`src/rtl/btn_debounce_multi.sv`:
```
// Purpose : N_CH-channel key debouncer with press/release pulses and hold-to-repeat.
// Latency : a pin change first sampled at edge E0 flips key_level and pulses at E0+STABLE_CYC+1.
// Backpr. : none; every output is a registered single-cycle pulse or level with no handshake.
//
// Ports:
//   clk           system clock
//   rst           synchronous reset, active-high
//   key_in        raw asynchronous key pins (polarity set by ACTIVE_LOW)
//   repeat_en     per-channel auto-repeat enable, sampled every cycle
//   key_level     debounced state, 1 = pressed
//   press_pulse   one cycle at the edge key_level goes 0->1
//   release_pulse one cycle at the edge key_level goes 1->0
//   repeat_pulse  one cycle per auto-repeat while held
//   key_fire      press_pulse | repeat_pulse
//
// CNT_W must cover max(STABLE_CYC, REPEAT_DLY, REPEAT_PER); the terminal
// values are truncated to CNT_W bits, so the default repeat timings need
// CNT_W >= 24 when instantiated.
module btn_debounce_multi #(
    parameter int N_CH       = 4,
    parameter int CNT_W      = 18,
    parameter int STABLE_CYC = 250000,
    parameter int REPEAT_DLY = 12500000,
    parameter int REPEAT_PER = 5000000,
    parameter int ACTIVE_LOW = 1
) (
    input  logic            clk,
    input  logic            rst,
    input  logic [N_CH-1:0] key_in,
    input  logic [N_CH-1:0] repeat_en,
    output logic [N_CH-1:0] key_level,
    output logic [N_CH-1:0] press_pulse,
    output logic [N_CH-1:0] release_pulse,
    output logic [N_CH-1:0] repeat_pulse,
    output logic [N_CH-1:0] key_fire
);

    typedef enum logic [1:0] {
        IDLE   = 2'd0,
        DELAY  = 2'd1,
        REPEAT = 2'd2,
        LOCK   = 2'd3
    } rep_state_t;

    // Pin level when the key is not pressed; also the synchroniser reset value.
    localparam logic [N_CH-1:0]  PIN_IDLE    = (ACTIVE_LOW != 0) ? {N_CH{1'b1}} : {N_CH{1'b0}};
    localparam logic [CNT_W-1:0] STABLE_LAST = CNT_W'(STABLE_CYC - 1);
    localparam logic [CNT_W-1:0] DLY_LAST    = CNT_W'(REPEAT_DLY - 1);
    localparam logic [CNT_W-1:0] PER_LAST    = CNT_W'(REPEAT_PER - 1);

    logic [N_CH-1:0]  sync1;
    logic [N_CH-1:0]  sync2;
    logic [CNT_W-1:0] cnt   [N_CH];
    logic [CNT_W-1:0] rcnt  [N_CH];
    rep_state_t       state [N_CH];

    logic [N_CH-1:0]  s;            // normalised synchronised key, 1 = pressed
    logic [N_CH-1:0]  flip;         // key_level changes at this edge
    logic [N_CH-1:0]  press_now;
    logic [N_CH-1:0]  release_now;
    logic [N_CH-1:0]  rep_hit;      // repeat pulse issued at this edge

    assign s           = sync2 ^ PIN_IDLE;
    assign press_now   = flip & s;
    assign release_now = flip & ~s;

    always_comb begin
        flip    = '0;
        rep_hit = '0;
        for (int i = 0; i < N_CH; i++) begin
            flip[i] = (s[i] != key_level[i]) && (cnt[i] == STABLE_LAST);
            // Release and a falling enable both take priority over a due repeat.
            rep_hit[i] = !release_now[i] && repeat_en[i] &&
                         (((state[i] == DELAY)  && (rcnt[i] == DLY_LAST)) ||
                          ((state[i] == REPEAT) && (rcnt[i] == PER_LAST)));
        end
    end

    always_ff @(posedge clk) begin
        if (rst) begin
            sync1         <= PIN_IDLE;
            sync2         <= PIN_IDLE;
            key_level     <= '0;
            press_pulse   <= '0;
            release_pulse <= '0;
            repeat_pulse  <= '0;
            key_fire      <= '0;
            for (int i = 0; i < N_CH; i++) begin
                cnt[i]   <= '0;
                rcnt[i]  <= '0;
                state[i] <= IDLE;
            end
        end else begin
            sync1         <= key_in;
            sync2         <= sync1;
            press_pulse   <= press_now;
            release_pulse <= release_now;
            repeat_pulse  <= rep_hit;
            key_fire      <= press_now | rep_hit;

            for (int i = 0; i < N_CH; i++) begin
                // Stability counter: any cycle of agreement restarts the count.
                if (s[i] == key_level[i]) begin
                    cnt[i] <= '0;
                end else if (flip[i]) begin
                    key_level[i] <= s[i];
                    cnt[i]       <= '0;
                end else begin
                    cnt[i] <= cnt[i] + CNT_W'(1);
                end

                // Repeat FSM.
                case (state[i])
                    IDLE: begin
                        if (press_now[i]) begin
                            state[i] <= repeat_en[i] ? DELAY : LOCK;
                            rcnt[i]  <= '0;
                        end
                    end
                    DELAY, REPEAT: begin
                        if (release_now[i]) begin
                            state[i] <= IDLE;
                            rcnt[i]  <= '0;
                        end else if (!repeat_en[i]) begin
                            // Once locked, repeats only return after a fresh press.
                            state[i] <= LOCK;
                            rcnt[i]  <= '0;
                        end else if (rep_hit[i]) begin
                            state[i] <= REPEAT;
                            rcnt[i]  <= '0;
                        end else begin
                            rcnt[i] <= rcnt[i] + CNT_W'(1);
                        end
                    end
                    LOCK: begin
                        if (release_now[i]) begin
                            state[i] <= IDLE;
                            rcnt[i]  <= '0;
                        end
                    end
                    default: begin
                        state[i] <= IDLE;
                        rcnt[i]  <= '0;
                    end
                endcase
            end
        end
    end

endmodule
```
`config.mk`:
```
export PLATFORM = sky130hd
export DESIGN_NAME = btn_debounce_multi
export DESIGN_NICKNAME = d
export VERILOG_FILES = /design/src/rtl/btn_debounce_multi.sv
export SDC_FILE = /design/constraint.sdc
export NUM_CORES = 1
export LEC_CHECK = 0
export CORE_MARGIN = 4
export CORE_UTILIZATION = 25
export CTS_CLUSTER_DIAMETER = 40
export DETAILED_ROUTE_END_ITERATION = 10
export GPL_ROUTABILITY_DRIVEN = 0
export MAX_ROUTING_LAYER = met4
export PLACE_DENSITY = 0.43
export SLEW_MARGIN = 20
export SYNTH_ARGS = -nofsm -noshare
export SYNTH_HDL_FRONTEND = slang
export SYNTH_SLANG_ARGS = --single-unit
```
`constraint.sdc`:
```
create_clock -name clk -period 6.4 [get_ports clk]
set_clock_uncertainty 0.05 [all_clocks]
set_input_delay 1.28 -clock clk [delete_from_list [all_inputs] [get_ports clk]]
set_output_delay 1.28 -clock clk [all_outputs]
set_load 0.02 [all_outputs]
```
; ---- After elaboration in Yosys (flattened, before gate mapping)
; Memory sizes are Yosys's and may differ from the RTL's.
; Cells that the tools add are included.
[classes]
addsub = 8
n_eq_ne = 32
mux = 218
bitwise_logic = 65
reduce_logical = 40
[ops]
columns = op, n
row1 = 2-to-1 mux 18 bit, 36
row2 = 2-to-1 mux 1 bit, 158
row3 = "adder 18 x 1 -> 18 bit, second input constant", 8
row4 = "equality test 18 bit, second input constant", 8
row5 = "equality test 18 x 15 -> 1 bit, second input constant", 4
row6 = OR 1 bit, 56
row7 = 2-to-1 mux 2 bit, 24
row8 = logical AND 1 bit, 20
row9 = "equality test 2 bit, second input constant", 8
row10 = AND 4 bit, 2
row11 = "equality test 2 x 1 -> 1 bit, second input constant", 4
row12 = logical NOT 2 bit, 4
row13 = inverter 4 bit, 2
row14 = AND reduction 2 bit, 4
row15 = OR reduction 2 bit, 4
row16 = equality test 1 bit, 4
row17 = logical NOT 1 bit, 4
row18 = logical OR 1 bit, 4
row19 = != test 1 bit, 4
row20 = inverter 1 bit, 4
row21 = OR 4 bit, 1
[word_totals]
reg_bits = 28
ram_bits = 152
in_bits = 10
wordCells = 376
memories = 3
[memory_table]
columns = name, words, word_bits, read_ports, rd_clocked_by_memory_dff, wr, line_no
row1 = cnt, 4, 18, 4, 0, 4, 53  ; logic [CNT_W-1:0] cnt [N_CH];
row2 = rcnt, 4, 18, 4, 0, 4, 54  ; logic [CNT_W-1:0] rcnt [N_CH];
row3 = state, 4, 2, 4, 0, 4, 55  ; rep_state_t state [N_CH];

; ---- Logic depth before layout (Yosys ltp)
; Gate-level depths: netlist of the first run.
[depth]
ltp_word = 16
mapped_depth = 9
depth_no_buf = 7

; ---- Worst setup path before layout of the first run
; OpenSTA, ideal clock, no wires.
[synth_timing]
path_type = register to register
start = memory cnt[1][5]
end = memory rcnt[1][0], enable pin
t_arrival_ps = 2333
required_ps = 5975
setup_slack_ps = 3643
path_stages_with_launch = 6
path_cell_list = edfxtp_1 or4_4 or4_2 buf_2 o21a_1 nand2_1
[synth_lines]
columns = item, line_no
row1 = start: declaration, 53
row2 = end: declaration, 54

==> metrics, run 1 <==
outcome completed; met1 WL 10100 um; area delta synth->final 16.8%; Max Cap Viol 0; worst hold path stage count 1; Setup-failing EPs final 0; Critical R2R Capture rcnt[1][9]$_SDFFCE_PP0P_; Max Freq 323 MHz; Post-synth EDFFs 152; Final Hold Fails 0; total wire length 19900 um; metal3 WL 371 um; post-synthesis sequential area ratio 53.0%; WHS 359 ps; vias in the first global route 6743; die area 0.0419 mm^2; IO Count 30; Largest regs cnt (72), rcnt (72), state (8); row count 71; Hold Path End sync2[1]$_SDFF_PP1_; All-Layer GR Usage 10.2%; CP max FO 18; r2r setup slk 3300 ps; PostCTS Resize Cnt 0; pin count of the biggest net entering global routing 41; fin. max-slew vios 0; Worst Tran Pin Value 851 ps; worst r2r path cells 5; DR DRC count 0; fin util 29.8%; nets@finish 1061; crit share post-route 48.4%; first-pass GRT wire length 33800 um; sum of negative setup slack 0 ps; #FFs+latches synth 180; 1st-iter DRT viols 305; Synth Area per Inst 10.4 um^2; commonest non-fill, non-tap cells in the layout 188 x nor2_1, 152 x edfxtp_1, 72 x conb_1, 70 x xnor2_1, 61 x nand2_1; Ys Warns 0; worst slack, placed 2920 ps; VDD IR max 146 uV; total CTS buffers 17; Netlist Area Pre-Place 0.00967 mm^2; Leak 3.77 nW; Antenna Cells 0; Worst Hold Launch sync1[1]$_SDFF_PP1_; slack of the critical path 3300 ps; Initial DRT Pass Iterations 5; startpoint types flop; placed cells 1519; crit path kind reg -> reg; effective utilization at floorplan 25.5%; clk buf depth 2; Critical Path AT 3110 ps; vias 6695; Final Critical Period 3100 ps; clock transition at the registers of the reported paths 70 ps; CTS sink count 180; Syn Inst Count 932; CTS Hold Bufs 0; cell area power density 247 mW/mm^2; global route total overflow 0; main flop type after synthesis edfxtp_1; Root Buffer clkbuf_16; htree depth 4; r2r startpoint cnt[1][6]$_SDFFCE_PN0P_; vias per std cell 4.32; Critical Path End Type flop; met2 routed WL 9110 um; antenna violations before repair 0; DIE HEIGHT 205 um; CTS tree done; post-route ant nets 0; RSZ-0062 raised after global routing no; Yosys cell types 65; final cell count without fillers 1551; Hold Crit Class reg -> reg; layout cells sized above 1 5.58%; wire length per cell 12.9 um; Post-synth ARST share 0%; I/O Buffers 29; Top Metal Used met4; hpwl dp 14000 um; core area 0.0379 mm^2; commonest non-fill, non-tap cell in the layout nor2_1; CP required 6410 ps; worst relative slew slack 43.0%; die width 205 um; clk_lat worst skew 440 ps; Post-CTS Setup Bufs 0
metrics by stage:
step	power, W	area (um^2)
after floorplan	0.00171	9940
after global placement	0.00180	10700
after detailed placement	0.00179	10700
after CTS	0.00283	11300
after global routing	0.00293	11300
final	0.00279	11300
cell type report:
cell class,count,area (um^2)
fillers,3987,26600
multi-input cells,764,4550
inverters,34,128
clock inverters,15,133
well taps,511,639
clock buffers,17,425
flip-flops and latches,180,5120
repair buffers,30,293
per-layer routing:
layer,vias to the layer above,track usage [%]
met5,-,-
met4,0,3.78
met3,24,1.99
met2,53,15.9
met1,3175,13.2
li1,3443,-
critical path, cell delays in order (launching register included):
cell and delay (ps):
edfxtp_1 440, nor4b_1 390, nand3_1 220, or4_2 820
o21a_1 230, nand2_1 580
how the worst max path moves through the flow:
stage | from | end
global route | cnt[1][6]$_SDFFCE_PN0P_ | rcnt[1][9]$_SDFFCE_PP0P_
floorplan | cnt[1][5]$_SDFFCE_PN0P_ | rcnt[1][0]$_SDFFCE_PP0P_
finish | cnt[1][6]$_SDFFCE_PN0P_ | rcnt[1][9]$_SDFFCE_PP0P_
CTS | cnt[1][6]$_SDFFCE_PN0P_ | rcnt[1][1]$_SDFFCE_PP0P_
detailed placement | rst | rcnt[1][1]$_SDFFCE_PP0P_
global placement | rst | rcnt[1][0]$_SDFFCE_PP0P_
power breakdown:
group	switching, W	total (W)	leakage, nW	internal (W)
sequential	0.000121	0.00152	1.85	0.00140
clock	0.000483	0.00102	0.275	0.000540
combinational	0.000140	0.000247	1.65	0.000106
total	0.000744	0.00279	3.77	0.00204
cell families after synthesis:
family | Yosys count | share of synthesized area [%]
other | 1 | 0.0388
and+or+nand+nor | 488 | 25.7
AOI/OAI and AO/OA | 52 | 3.85
buffers and inverters | 59 | 2.69
xor gates and xnor gates | 128 | 11.6
DFF | 180 | 53.0
adders and majority gates | 24 | 3.10
synth_stat cells, drive strengths merged (2+ instances only):
master   number  share of area (%)
nor2        188                7.3
edfxtp      152                 47
xnor2        70                6.3
nand2        61                2.4
xor2         58                5.3
nand3        47                2.5
nand4        37                2.4
inv          33                1.3
nor3         31                1.6
dfxtp        28                5.8
and3         24                1.6
ha           24                3.1
nor4         16                1.0
a21oi        14               0.72
clkbuf       13               0.50
o21ai        13               0.67
buf          12               0.87
or2          12               0.78
or3          11               0.72
nor4b         9               0.81
and4          7               0.63
nand3b        6               0.47
nor2b         6               0.39
or4b          6               0.70
or4           4               0.36
or4bb         4               0.47
and4b         3               0.31
nand2b        3               0.19
nand4b        3               0.27
nor3b         3               0.23
nor4bb        3               0.31
o211ai        3               0.23
a21o          2               0.17
o2111ai       2               0.36
o21a          2               0.16
o21bai        2               0.16
o22ai         2               0.13
o31ai         2               0.16
or3b          2               0.18
No activity file was read; power rests on OpenSTA's default activity.
==> run 2: changes to the inputs <==
- PLACE_DENSITY: 0.43 -> 0.45
- clock period: 6.4 -> 2.6 ns (I/O delays scaled with it)
==> run 2 against run 1 <==
Against the previous run:
- wire length decreased by 0.84%
- die area unchanged
- utilization increased by 1.1 points
- sequential share of layout area decreased by 1.7 points
- design area increased by 3.8%
- flip-flop and latch count unchanged
- critical path type unchanged
- power increased by 150%
- global-route usage decreased by 0.29 points
- largest cell class unchanged
- final cell count increased by 2.6%
- critical endpoint is now state[1][0]$_SDFFCE_PP0P_
==> metrics, run 2 (synthesized netlist as in run 1, its figures left out) <==
crit path kind reg -> reg; crit share post-route 95.4% (+47 points); vias 6827 (+2.0%); Final Hold Fails 0 (unchanged); DIE HEIGHT 205 um (unchanged); sum of negative setup slack 0 ps (unchanged); Critical Path End Type flop; worst relative slew slack 58.1% (+15 points); first-pass GRT wire length 32900 um (-2.5%); vias in the first global route 6614 (-1.9%); worst r2r path cells 5 (unchanged); Setup-failing EPs final 0 (unchanged); post-route ant nets 0 (unchanged); Root Buffer clkbuf_16; commonest non-fill, non-tap cells in the layout 188 x nor2_1, 152 x edfxtp_1, 72 x conb_1, 70 x xnor2_1, 60 x nand2_1; hpwl dp 14100 um (+0.21%); commonest non-fill, non-tap cell in the layout nor2_1; CTS tree done; CTS sink count 180 (unchanged); area delta synth->final 21.3%; row count 71 (unchanged); antenna violations before repair 0 (unchanged); nets@finish 1101 (+3.8%); 1st-iter DRT viols 375 (+23%); clk_lat worst skew 430 ps (about the same); Initial DRT Pass Iterations 4 (-1); Max Freq 403 MHz (+25%); vias per std cell 4.29 (-0.59%); Leak 4.02 nW (+6.6%); Hold Crit Class in -> reg; Worst Tran Pin Value 623 ps (-228 ps); RSZ-0062 raised after global routing no; DR DRC count 0 (unchanged); CTS Hold Bufs 0 (unchanged); die width 205 um (unchanged); VDD IR max 417 uV (+190%); startpoint types flop; Critical Path AT 2680 ps (-430 ps); htree depth 4 (unchanged); die area 0.0419 mm^2 (unchanged); All-Layer GR Usage 9.89% (-0.29 points); Largest regs cnt (72), rcnt (72), state (8); CP required 2800 ps (-3610 ps); pin count of the biggest net entering global routing 32 (-22%); layout cells sized above 1 9.17% (+3.6 points); CP max FO 4 (-14); core area 0.0379 mm^2 (unchanged); worst hold path stage count 2 (+1); I/O Buffers 29 (unchanged); IO Count 30 (unchanged); WHS 376 ps (+17.0 ps); clk buf depth 2 (unchanged); Antenna Cells 0 (unchanged); r2r setup slk 120 ps (-3180 ps); Final Critical Period 2480 ps (-618 ps); cell area power density 583 mW/mm^2 (+140%); outcome completed; global route total overflow 0 (unchanged); fin. max-slew vios 0 (unchanged); total CTS buffers 17 (unchanged); wire length per cell 12.4 um (-3.3%); total wire length 19800 um (-0.84%); effective utilization at floorplan 25.5% (unchanged); clock transition at the registers of the reported paths 70 ps (about the same); Max Cap Viol 0 (unchanged)
==> run 2: cell types whose count changed in the layout (fill, tap and decap cells not counted), moves of 2 or more <==
cell	delta
o21ai_0	-2
buf_12	+9
clkinv_2	-3
nor4_1	-3
buf_4	+31
clkbuf_1	+3
nor4_4	+2
==> run 2: final cells by class <==
type | instances | area (um^2)
timing repair buffer | 70 | 706
sequential | 180 | 5120
inverter | 34 | 128
clock buffer | 21 | 450
fill | 3917 | 26200
multi-input combinational | 764 | 4600
tap | 511 | 639
clock inverter | 11 | 78.8
==> run 2: worst max-delay path, stage by stage, from the launching register on <==
cell and delay, ps:
edfxtp_1 420, or4_4 540, nor2_1 110, or4b_4 500
or4b_4 510, o22ai_1 180
==> run 2: timing repair <==
item | CTS | global route
setup buffers | 0 | 2
setup endpoints to repair | 0 | 41
gates resized for setup | 0 | 10
==> run 2: power by group <==
part,internal (W),switching (W)
combinational,0.000363,0.000410
sequential,0.00344,0.000265
clock,0.00125,0.00112
total,0.00505,0.00179
==> run 2: path summary, 6_finish.rpt <==
kind	end	start
max	state[1][0]$_SDFFCE_PP0P_	cnt[1][10]$_SDFFCE_PN0P_
min	key_level[0]$_SDFFE_PP0P_	rst
max reg2reg	state[1][0]$_SDFFCE_PP0P_	cnt[1][10]$_SDFFCE_PN0P_
min reg2reg	sync2[0]$_SDFF_PP1_	sync1[0]$_SDFF_PP1_
==> run 2: routing by layer <==
metal,vias up,track usage [%],share of wire [%]
li1,3520,-,-
met1,3252,13.4,52
met2,42,15.1,46
met3,13,1.82,1.5
met4,0,3.13,1.3
met5,-,-,0
==> run 2: through the flow <==
| step | cells | total power (W) | utilization (%) | area, um^2 | setup WS, ps |
|---|---|---|---|---|---|
| 6_report | 1591 | 0.00684 | 30.9 | 11700 | 120 |
| 5_1_grt | 1591 | 0.00721 | 30.9 | 11700 | 0.0104 |
| 4_1_cts | 1589 | 0.00696 | 30.8 | 11700 | 26.8 |
| 3_5_place_dp | 1557 | 0.00453 | 29.4 | 11100 | 47.7 |
| 3_3_place_gp | 1557 | 0.00453 | 29.4 | 11100 | 72.2 |
| 2_1_floorplan | 1003 | 0.00420 | - | 9940 | 24.3 |
